===== src/rtl/seven_seg_pkg.sv =====
// Shared types and constants for the multiplexed seven-segment driver.
// Segment codes are active-high {g,f,e,d,c,b,a}; pin polarity is applied at the top.
// Also holds the legal parameter ranges so every user checks them the same way.
package seven_seg_pkg;

    typedef enum logic [1:0] {
        ST_IDLE   = 2'd0,
        ST_CONV   = 2'd1,
        ST_COMMIT = 2'd2
    } state_e;

    localparam int DIGITS_MIN = 1;
    localparam int DIGITS_MAX = 8;
    localparam int DATA_W_MIN = 1;
    localparam int DATA_W_MAX = 27;

    localparam logic [6:0] SEG_DASH  = 7'h40;
    localparam logic [6:0] SEG_BLANK = 7'h00;

    // Active-high segment pattern for one hex nibble.
    function automatic logic [6:0] seg_decode(input logic [3:0] nib);
        logic [6:0] code;
        code = SEG_BLANK;
        case (nib)
            4'h0: code = 7'h3F;
            4'h1: code = 7'h06;
            4'h2: code = 7'h5B;
            4'h3: code = 7'h4F;
            4'h4: code = 7'h66;
            4'h5: code = 7'h6D;
            4'h6: code = 7'h7D;
            4'h7: code = 7'h07;
            4'h8: code = 7'h7F;
            4'h9: code = 7'h6F;
            4'hA: code = 7'h77;
            4'hB: code = 7'h7C;
            4'hC: code = 7'h39;
            4'hD: code = 7'h5E;
            4'hE: code = 7'h79;
            4'hF: code = 7'h71;
            default: code = SEG_BLANK;
        endcase
        return code;
    endfunction

    function automatic bit params_ok(input int digits, input int data_w);
        return (digits >= DIGITS_MIN) && (digits <= DIGITS_MAX) &&
               (data_w >= DATA_W_MIN) && (data_w <= DATA_W_MAX);
    endfunction

endpackage


===== src/rtl/seven_seg_bin2bcd_seq.sv =====
// Sequential double-dabble binary to BCD converter, one input bit per cycle, MSB first.
// Latency: start sampled at edge k, shifts on edges k+1..k+DATA_W, done_o high during the last.
// No backpressure: a start while running restarts the conversion; bcd_o holds until next start.
module bin2bcd_seq
    import seven_seg_pkg::*;
#(
    parameter int DATA_W     = 14,
    parameter int BCD_DIGITS = 4
) (
    input  logic                         clk,
    input  logic                         rst,
    input  logic                         start_i,
    input  logic [DATA_W-1:0]            bin_i,
    output logic [BCD_DIGITS-1:0][3:0]   bcd_o,
    output logic                         done_o
);

    localparam int BCD_W = 4 * BCD_DIGITS;
    localparam int CNT_W = $clog2(DATA_W + 1);

    logic [DATA_W-1:0]          bin_q;
    logic [BCD_DIGITS-1:0][3:0] bcd_q;
    logic [BCD_DIGITS-1:0][3:0] adj;
    logic [CNT_W-1:0]           cnt_q;
    logic                       run_q;

    // Add-3 correction on every BCD digit that would reach 10 or more after the shift.
    always_comb begin
        adj = bcd_q;
        for (int i = 0; i < BCD_DIGITS; i++) begin
            adj[i] = (bcd_q[i] >= 4'd5) ? bcd_q[i] + 4'd3 : bcd_q[i];
        end
    end

    // Shift register and bit counter; carries out of the top BCD digit are dropped.
    always_ff @(posedge clk or posedge rst) begin
        if (rst) begin
            bin_q <= '0;
            bcd_q <= '0;
            cnt_q <= '0;
            run_q <= 1'b0;
        end else if (start_i) begin
            bin_q <= bin_i;
            bcd_q <= '0;
            cnt_q <= CNT_W'(DATA_W);
            run_q <= 1'b1;
        end else if (run_q) begin
            bcd_q <= BCD_W'({adj, bin_q[DATA_W-1]});
            bin_q <= bin_q << 1;
            cnt_q <= cnt_q - CNT_W'(1);
            if (cnt_q == CNT_W'(1)) begin
                run_q <= 1'b0;
            end
        end
    end

    assign done_o = run_q && (cnt_q == CNT_W'(1));
    assign bcd_o  = bcd_q;

endmodule


===== src/rtl/seven_seg_mux.sv =====
// Multi-digit seven-segment driver: captured value to BCD/hex, time-multiplexed onto shared segments.
// Latency: busy for DATA_W cycles (decimal) or 1 (hex); new frame on pins one cycle after busy drops.
// Loads arriving outside IDLE are dropped, never queued; the scan runs freely and is never stalled.
module seven_seg_mux
    import seven_seg_pkg::*;
#(
    parameter int DIGITS      = 4,
    parameter int DATA_W      = 14,
    parameter int CLK_HZ      = 12_000_000,
    parameter int REFRESH_HZ  = 1000,
    parameter bit SEG_ACT_LOW = 1'b1,
    parameter bit DIG_ACT_LOW = 1'b1
) (
    input  logic              clk,
    input  logic              rst,
    input  logic [DATA_W-1:0] value,
    input  logic              load,
    input  logic              hex_mode,
    input  logic              blank_lz,
    output logic [6:0]        seg,
    output logic [DIGITS-1:0] dig,
    output logic              busy,
    output logic              overflow
);

    if (!params_ok(DIGITS, DATA_W)) begin : g_param_err
        $error("seven_seg_mux: DIGITS or DATA_W out of range");
    end

    localparam int TICK_RAW = CLK_HZ / REFRESH_HZ;
    localparam int TICK     = (TICK_RAW < 2) ? 2 : TICK_RAW;
    localparam int CNT_W    = $clog2(TICK);
    localparam int IDX_W    = (DIGITS > 1) ? $clog2(DIGITS) : 1;
    localparam int HEX_W    = 4 * DIGITS;

    localparam logic [63:0]       DEC_MAX = 64'(10 ** DIGITS) - 64'd1;
    localparam logic [6:0]        SEG_OFF = {7{SEG_ACT_LOW}};
    localparam logic [DIGITS-1:0] DIG_OFF = {DIGITS{DIG_ACT_LOW}};

    state_e                     state_q, state_d;
    logic                       accept;
    logic                       commit;
    logic [DATA_W-1:0]          value_q;
    logic                       hex_q;
    logic                       blz_q;
    logic                       busy_q;
    logic                       ovf_q;
    logic                       ovf_d;
    logic [DIGITS-1:0][6:0]     disp_q, disp_d;
    logic [DIGITS-1:0][3:0]     bcd;
    logic [DIGITS-1:0][3:0]     hex_dig;
    logic [DIGITS-1:0][3:0]     nib;
    logic                       conv_done;
    logic [CNT_W-1:0]           cnt_q;
    logic [IDX_W-1:0]           idx_q;
    logic [6:0]                 seg_q;
    logic [DIGITS-1:0]          dig_q;
    logic [DIGITS-1:0]          dig_act;

    bin2bcd_seq #(
        .DATA_W     (DATA_W),
        .BCD_DIGITS (DIGITS)
    ) u_bin2bcd (
        .clk     (clk),
        .rst     (rst),
        .start_i (accept && !hex_mode),
        .bin_i   (value),
        .bcd_o   (bcd),
        .done_o  (conv_done)
    );

    // Conversion sequencer: capture in IDLE, wait for the converter, publish in COMMIT.
    always_comb begin
        state_d = state_q;
        accept  = 1'b0;
        commit  = 1'b0;
        unique case (state_q)
            ST_IDLE: begin
                if (load) begin
                    accept  = 1'b1;
                    state_d = ST_CONV;
                end
            end
            ST_CONV: begin
                if (hex_q || conv_done) begin
                    state_d = ST_COMMIT;
                end
            end
            ST_COMMIT: begin
                commit  = 1'b1;
                state_d = ST_IDLE;
            end
            default: state_d = ST_IDLE;
        endcase
    end

    // FSM state, captured request and status flags. busy lags the FSM by one cycle so it
    // covers exactly the conversion cycles and drops together with the new frame appearing.
    always_ff @(posedge clk or posedge rst) begin
        if (rst) begin
            state_q <= ST_IDLE;
            value_q <= '0;
            hex_q   <= 1'b0;
            blz_q   <= 1'b0;
            busy_q  <= 1'b0;
            ovf_q   <= 1'b0;
        end else begin
            state_q <= state_d;
            busy_q  <= (state_q == ST_CONV);
            if (accept) begin
                value_q <= value;
                hex_q   <= hex_mode;
                blz_q   <= blank_lz;
            end
            if (commit) begin
                ovf_q <= ovf_d;
            end
        end
    end

    if (DATA_W >= HEX_W) begin : g_hex_trunc
        assign hex_dig = value_q[HEX_W-1:0];
    end else begin : g_hex_ext
        assign hex_dig = {{(HEX_W - DATA_W){1'b0}}, value_q};
    end

    assign ovf_d = hex_q ? ((64'(value_q) >> HEX_W) != 64'd0)
                         : (64'(value_q) > DEC_MAX);
    assign nib   = hex_q ? hex_dig : bcd;

    // Candidate frame: dashes on overflow, else digits with optional leading-zero blanking.
    always_comb begin
        logic seen;
        seen   = 1'b0;
        disp_d = disp_q;
        for (int i = DIGITS - 1; i >= 0; i--) begin
            seen = seen || (nib[i] != 4'd0) || (i == 0);
            if (ovf_d) begin
                disp_d[i] = SEG_DASH;
            end else if (blz_q && !seen) begin
                disp_d[i] = SEG_BLANK;
            end else begin
                disp_d[i] = seg_decode(nib[i]);
            end
        end
    end

    // Display register: only COMMIT replaces it, so the old frame stays up during conversion.
    always_ff @(posedge clk or posedge rst) begin
        if (rst) begin
            disp_q <= '0;
        end else if (commit) begin
            disp_q <= disp_d;
        end
    end

    // Scan prescaler and digit index; free-running, independent of the conversion.
    always_ff @(posedge clk or posedge rst) begin
        if (rst) begin
            cnt_q <= '0;
            idx_q <= '0;
        end else if (cnt_q == CNT_W'(TICK - 1)) begin
            cnt_q <= '0;
            idx_q <= (idx_q == IDX_W'(DIGITS - 1)) ? '0 : idx_q + IDX_W'(1);
        end else begin
            cnt_q <= cnt_q + CNT_W'(1);
        end
    end

    // All enables off in the slot's first cycle so the segment change cannot ghost.
    assign dig_act = (cnt_q == '0) ? '0 : (DIGITS'(1) << idx_q);

    // Registered pin drivers with polarity applied.
    always_ff @(posedge clk or posedge rst) begin
        if (rst) begin
            seg_q <= SEG_OFF;
            dig_q <= DIG_OFF;
        end else begin
            seg_q <= disp_q[idx_q] ^ SEG_OFF;
            dig_q <= dig_act ^ DIG_OFF;
        end
    end

    assign seg      = seg_q;
    assign dig      = dig_q;
    assign busy     = busy_q;
    assign overflow = ovf_q;

endmodule


===== config.mk =====
export PLATFORM = sky130hd
export DESIGN_NAME = seven_seg_mux
export DESIGN_NICKNAME = d
export VERILOG_FILES = /design/src/rtl/seven_seg_pkg.sv /design/src/rtl/seven_seg_bin2bcd_seq.sv /design/src/rtl/seven_seg_mux.sv
export SDC_FILE = /design/constraint.sdc
export NUM_CORES = 1
export LEC_CHECK = 0
export CORE_MARGIN = 2
export CORE_UTILIZATION = 41
export CTS_BUF_LIST = sky130_fd_sc_hd__clkbuf_4 sky130_fd_sc_hd__clkbuf_8
export DETAILED_ROUTE_END_ITERATION = 10
export PLACE_DENSITY = 0.61
export SLEW_MARGIN = 25
export SYNTH_ARGS = -nofsm -noshare
export SYNTH_HDL_FRONTEND = slang
export SYNTH_SLANG_ARGS = --single-unit

===== constraint.sdc =====
create_clock -name clk -period 5.38 [get_ports clk]
set_input_delay 0.807 -clock clk [delete_from_list [all_inputs] [get_ports clk]]
set_output_delay 0.807 -clock clk [all_outputs]
set_load 0.01 [all_outputs]

# == Yosys cells after proc, flatten, opt, wreduce, memory -nomap -nowiden ==
# Memories as Yosys holds them, arrays and structs flattened.
# Cells that the tools add are included.
# totals
reg_bits,110
word_cells,100
in_bits,19
memories,4
mem_bits_ro,448
output_inout_bits,13
# op_classes
n_addsub,7
muxes,33
eq_ne,7
n_reduce_logical,19
shift,1
bitwise_logic,2
n_lt_le_gt_ge,6
# mem_list
memory,words,width,rd,rd_clocked_by_memory_dff,write_ports,line,source
(no name shown),16,7,1,0,0,seven_seg_pkg.sv:24,case (nib)
(no name shown),16,7,1,0,0,seven_seg_pkg.sv:24,
(no name shown),16,7,1,0,0,seven_seg_pkg.sv:24,
(no name shown),16,7,1,0,0,seven_seg_pkg.sv:24,
# ops
operator,count
2-to-1 mux 7 bit,8
2-to-1 mux 16 bit,3
2-to-1 mux 14 bit,3
2-to-1 mux 4 bit,6
>= comparator 4 x 3 -> 1 bit (second input constant),4
adder 14 x 1 -> 14 bit (second input constant),1
binary-select mux 7 bit (select 2 bit),1
equality test 14 bit (second input constant),1
greater-than comparator 14 bit (second input constant),1
zero test 14 bit,1
adder 4 x 2 -> 4 bit (second input constant),3
nonzero test 4 bit,3
2-to-1 mux 1 bit,7
inverter 7 bit,1
2-to-1 mux 2 bit,3
logical AND 1 bit,5
equality test 2 bit (second input constant),2
equality test 4 x 1 -> 1 bit (second input constant),1
zero test 1 bit,4
!= test 2 bit (second input constant),2
inverter 4 bit,1
case mux 2 bit (2 select lines),1
left shift 1 x 2 -> 4 bit (first input constant),1
subtractor 4 x 1 -> 4 bit (second input constant),1
other kinds (9),11

# == Longest topological paths before layout ==
# logic_depth
word_depth,8
depth_mapped,12
ltp_nobuf,9

# == Hierarchy ==
# A second synthesis with hierarchy kept.
# unflattened
cells_unflattened,600
hier_area_um2,6429.9
# modules_own_cells
module,n_inst,seq_area_each_um2,cells_per_inst,area_each_um2
seven_seg_mux,1,1890.6,400,4508.1
bin2bcd_seq,1,875.8,200,1921.8

# == Worst setup path before layout ==
# No wires, ideal clock.
# synth_timing
kind,flip-flop to flip-flop
start,register hex_q
end,register disp_q[27] (netlist bit)
synth_period_minus_slack_ps,2385
t_arrival_ps,2321
path_stages_with_launch,12
required_time_ps,5315
path_buffers,3
setup_slack_ps,2995
cell_sequence,dfrtp_1 > buf_6 > buf_6 > buf_2 > mux2i_1 > inv_1 > ha_1 > mux2_2 > a221oi_1 > a21oi_1 > o21ai_0 > o21a_1
# synth_between
elab_chain_cells,6
word_cells_on_any_way,8
# synth_rtl
item,line,source
"start, declared",seven_seg_mux.sv:44,logic hex_q;
"start signal, assigned",seven_seg_mux.sv:112,hex_q <= hex_mode;
branches (longest 5 deep; another with memory (16 x 7 bit)),n/a,
2-to-1 mux 7 bit (*),seven_seg_mux.sv:138,if (ovf_d) begin
"end signal, assigned",seven_seg_mux.sv:153,disp_q <= disp_d;
"end, declared",seven_seg_mux.sv:49,"logic [DIGITS-1:0][6:0] disp_q, disp_d;"
# Mark *: on every way between the ends.
# A chain may end at the register's enable or synchronous reset.

# == Worst setup path in the final report ==
# Ends and elaborated chain as after synthesis.

==> results.py <==
metrics = {
    "critical_path": {
        "cp-end-kind": "flop",
        "crit_path_start_kind": "flop",
        "worst_ep_required_time_ps": 5710,
        "crit_slowest_cell": "mux2i_1",
        "cp_top_family": "multiplexers",
        "path_class": "reg2reg",
        "critPathBufInv": 2,
        "cp_max_fo": 29,
        "crit_chain": "buf_4, mux2i_1, inv_1, ha_1, mux2_2, a221oi_1, a21oi_1, o21ai_0, o21a_1",
        "max_stage_delay_ps": 540,
        "critPathArrivalTime_ps": 3050,
    },
    "power": {
        "p_int_mw": 2.261,
        "p_seq_share_pct": 36.9,
        "p_sw_share_pct": 42.40,
        "p_comb_share_pct": 50.9,
        "leakagePower_nw": 3.122,
        "vdd_drop_max_uv": 240.5,
        "p_sw_mw": 1.664,
        "cellPowerDensity_nw_per_um2": 575.5,
        "clockPowerShare_pct": 12.3,
    },
    "sta": {
        "fin_worst_skew_ps": 14.07,
        "hold_viol_final": 0,
        "fin_tns_setup_ps": 0,
        "fmax_mhz": 368.2,
        "setup_viol_count_final": 0,
        "hold_ws_ps": 491.1,
        "drv_slew": 0,
        "rsz0062_at_grt": "false",
        "worst_slew_pin_slew_ps": 949.9,
        "relSlewSlack_pct": 34.86,
        "period_needed_ps": 2716,
        "finalCritPeriodShare_pct": 50.49,
        "setup_ws_ps": 2664,
    },
    "global_route": {
        "grt_max_degree": 82,
        "grt-ovfl-total": 0,
        "grt_pass1_vias": 4220,
        "antenna_found_initial": 0,
        "grt_pass1_wl_mm": 21.56,
        "track_usage_pct": 16.75,
    },
    "clocking": {
        "numCtsBuffers": 9,
        "cts_tree": "built",
        "ctsHoldBuffers": 0,
        "cts_resized": 0,
        "cts_root_buffer": "clkbuf_8",
        "cts_num_sinks": 110,
        "cts_buffer_depth": 2,
        "clock_latency_ps": 390,
        "postCtsSetupBuffers": 0,
        "htree_levels": 3,
        "clk_pin_slew_worst_paths_ps": 110,
    },
    "logic_synthesis": {
        "yosysWarnings": 0,
        "synth-async-reset-ratio_pct": 100.0,
        "yosysSeqAreaShare_pct": 44.93,
        "synth_edf_count": 0,
        "synth_nets": 658,
        "synth_cell_type_count": 58,
        "avgSynthCellArea_um2": 10.28,
        "synth-main-ff-cell": "dfrtp_1",
        "synth_seq_cells": 110,
        "synth_area_um2": 6157,
        "netlist_instances": 599,
    },
    "routing": {
        "drcViolationCount": 0,
        "drt_iter0_drc": 224,
        "dr.pass1.iters": 5,
        "wirelength_mm": 12.79,
        "ant_nets": 0,
        "num_vias": 4349,
        "avgRoutedWirePerCell_um": 15.81,
        "avgViaCountPerCell": 5.376,
    },
    "cells_and_area": {
        "insertedDiodeCount": 0,
        "finalNetCount": 679,
        "syn_to_final_growth_pct": 10.77,
        "layout-drive-gt1-share_pct": 11.68,
        "final_cells": 809,
    },
    "placed_design": {
        "numPortBuffers": 31,
        "place_hpwl_mm": 9.288,
        "dp_slack_ps": 2708,
        "dp.cells": 793,
        "gp_congestion": 0.8641,
    },
    "floorplan": {
        "rows": 44,
        "die-area_um2": 16010,
        "initial_core_util_pct": 42.20,
        "fp.dieW_um": 126.5,
        "ios": 32,
        "fp.dieH_um": 126.5,
        "core-area_um2": 14590,
    },
    "run": {
        "cap_violations": 0,
    },
    "min_path": {
        "hold_path.class": "reg2reg",
    },
    "status": {
        "status": "finished clean",
    },
}
[routing by layer]
metal / wire length (um) / vias up / share of wire, % / GRT usage, %
li1: - / 2130 / - / -
met1: 6577 / 2128 / 51 / 24.44
met2: 5595 / 78 / 44 / 25.42
met3: 425 / 13 / 3.3 / 3.037
met4: 189 / 0 / 1.5 / 5.236
met5: 0 / - / 0 / 0
[synthesized netlist by cell type (all sizes together), types with 2 or more instances]
library cell / count / area [um2]
a211oi: 4 / 30.03
a21boi: 4 / 33.78
a21oi: 22 / 110.1
a22o: 10 / 87.58
a22oi: 5 / 37.54
a31oi: 6 / 37.54
a32o: 4 / 40.04
a32oi: 3 / 26.28
and2: 2 / 12.51
and3: 4 / 25.02
buf: 10 / 66.30
clkbuf: 18 / 67.56
dfrtp: 99 / 2477
dfstp: 11 / 289.0
ha: 40 / 500.5
inv: 37 / 138.9
mux2: 19 / 217.7
mux2i: 43 / 459.2
mux4: 8 / 180.2
nand2: 67 / 251.5
nand2b: 11 / 68.82
nand3: 14 / 70.07
nor2: 41 / 156.4
nor2b: 9 / 58.81
nor3: 6 / 30.03
nor3b: 7 / 52.55
nor4: 4 / 31.28
o211ai: 5 / 37.54
o21a: 2 / 15.01
o21ai: 46 / 230.2
o22ai: 4 / 25.02
or3b: 4 / 35.04
xnor2: 11 / 96.34
xor2: 7 / 61.31
[worst paths after layout]
check	startpoint	endpoint	slack [ps]	cells after the start
worst max-delay path	hex_q$_DFFE_PP0P_	disp_q[27]$_DFFE_PP0N_	2660	9
worst min-delay path	disp_q[21]$_DFFE_PP0N_	disp_q[21]$_DFFE_PP0N_	490	2
worst max register to register	hex_q$_DFFE_PP0P_	disp_q[27]$_DFFE_PP0N_	2660	9
max in group asynchronous	rst	dig[3]$_DFF_PP1_	3570	3
min in group asynchronous	rst	overflow$_DFFE_PP0N_	910	2
worst min register to register	disp_q[21]$_DFFE_PP0N_	disp_q[21]$_DFFE_PP0N_	490	2
[power groups by stage]
stage	clock network [mW]	logic [mW]	registers [mW]
2_1_floorplan	0	1.59	1.36
3_3_place_gp	0	1.91	1.45
3_5_place_dp	0	1.99	1.46
4_1_cts	0.496	2.00	1.45
5_1_grt	0.531	2.25	1.49
6_report	0.482	2.00	1.45
[logic make-up after synthesis]
| family | synth area share [%] |
|---|---|
| AND/OR/NAND/NOR | 13.47 |
| AO/OA/AOI/OAI | 12.56 |
| flip-flops | 44.93 |
| multiplexers | 13.92 |
| buffers and inverters | 4.430 |
| adder cells (fa/ha/maj) | 8.128 |
| XOR/XNOR | 2.560 |
[sequential cells by signal, indices dropped and copies added, names as in the netlist]
| register | flops |
|---|---|
| disp_q | 28 |
| u_bin2bcd.bcd_o | 16 |
| cnt_q | 14 |
| u_bin2bcd.bin_q | 14 |
| value_q | 14 |
| seg | 7 |
| dig | 4 |
| u_bin2bcd.cnt_q | 4 |
| idx_q | 2 |
| state_q | 2 |
| blz_q | 1 |
| busy | 1 |
| hex_q | 1 |
| overflow | 1 |
| u_bin2bcd.run_q | 1 |
[worst min-delay path, delay by kind of cell (launching register included)]
kind / cells / cell delay (ps)
flops: 1 / 360
simple gates: 1 / 50
compound gates: 1 / 60
[area by class of cell]
type | count | area (um2)
Tap cell | 184 | 230.2
Sequential cell | 110 | 2766
Fill cell | 1354 | 7769
Multi-Input combinational cell | 424 | 3134
Clock buffer | 12 | 152.6
Clock inverter | 4 | 30.03
Inverter | 37 | 143.9
Timing Repair Buffer | 38 | 362.8
[cells in the final DEF, fill, tap and decap left out, types with 11 or more instances in the layout]
cell / netlist / final
xnor2_1: 11 / 11
mux2i_1: 40 / 40
mux2_2: 18 / 18
nor2_1: 40 / 40
nand2b_1: 11 / 11
a21oi_1: 22 / 22
nand3_1: 14 / 14
clkdlybuf4s50_1: 0 / 31
dfstp_2: 11 / 11
dfrtp_1: 99 / 99
nand2_1: 67 / 67
ha_1: 40 / 40
o21ai_0: 46 / 46
inv_1: 37 / 36
[stage by stage]
step / instance area, um2 / util [%] / power (mW)
6_report: 6820 / 46.75 / 3.925
5_1_grt: 6820 / 46.75 / 4.266
4_1_cts: 6818 / 46.73 / 3.941
3_5_place_dp: 6635 / 45.48 / 3.451
3_3_place_gp: 6626 / 45.42 / 3.363
2_1_floorplan: 6157 / - / 2.945
No activity file was read; power rests on OpenSTA's default activity.
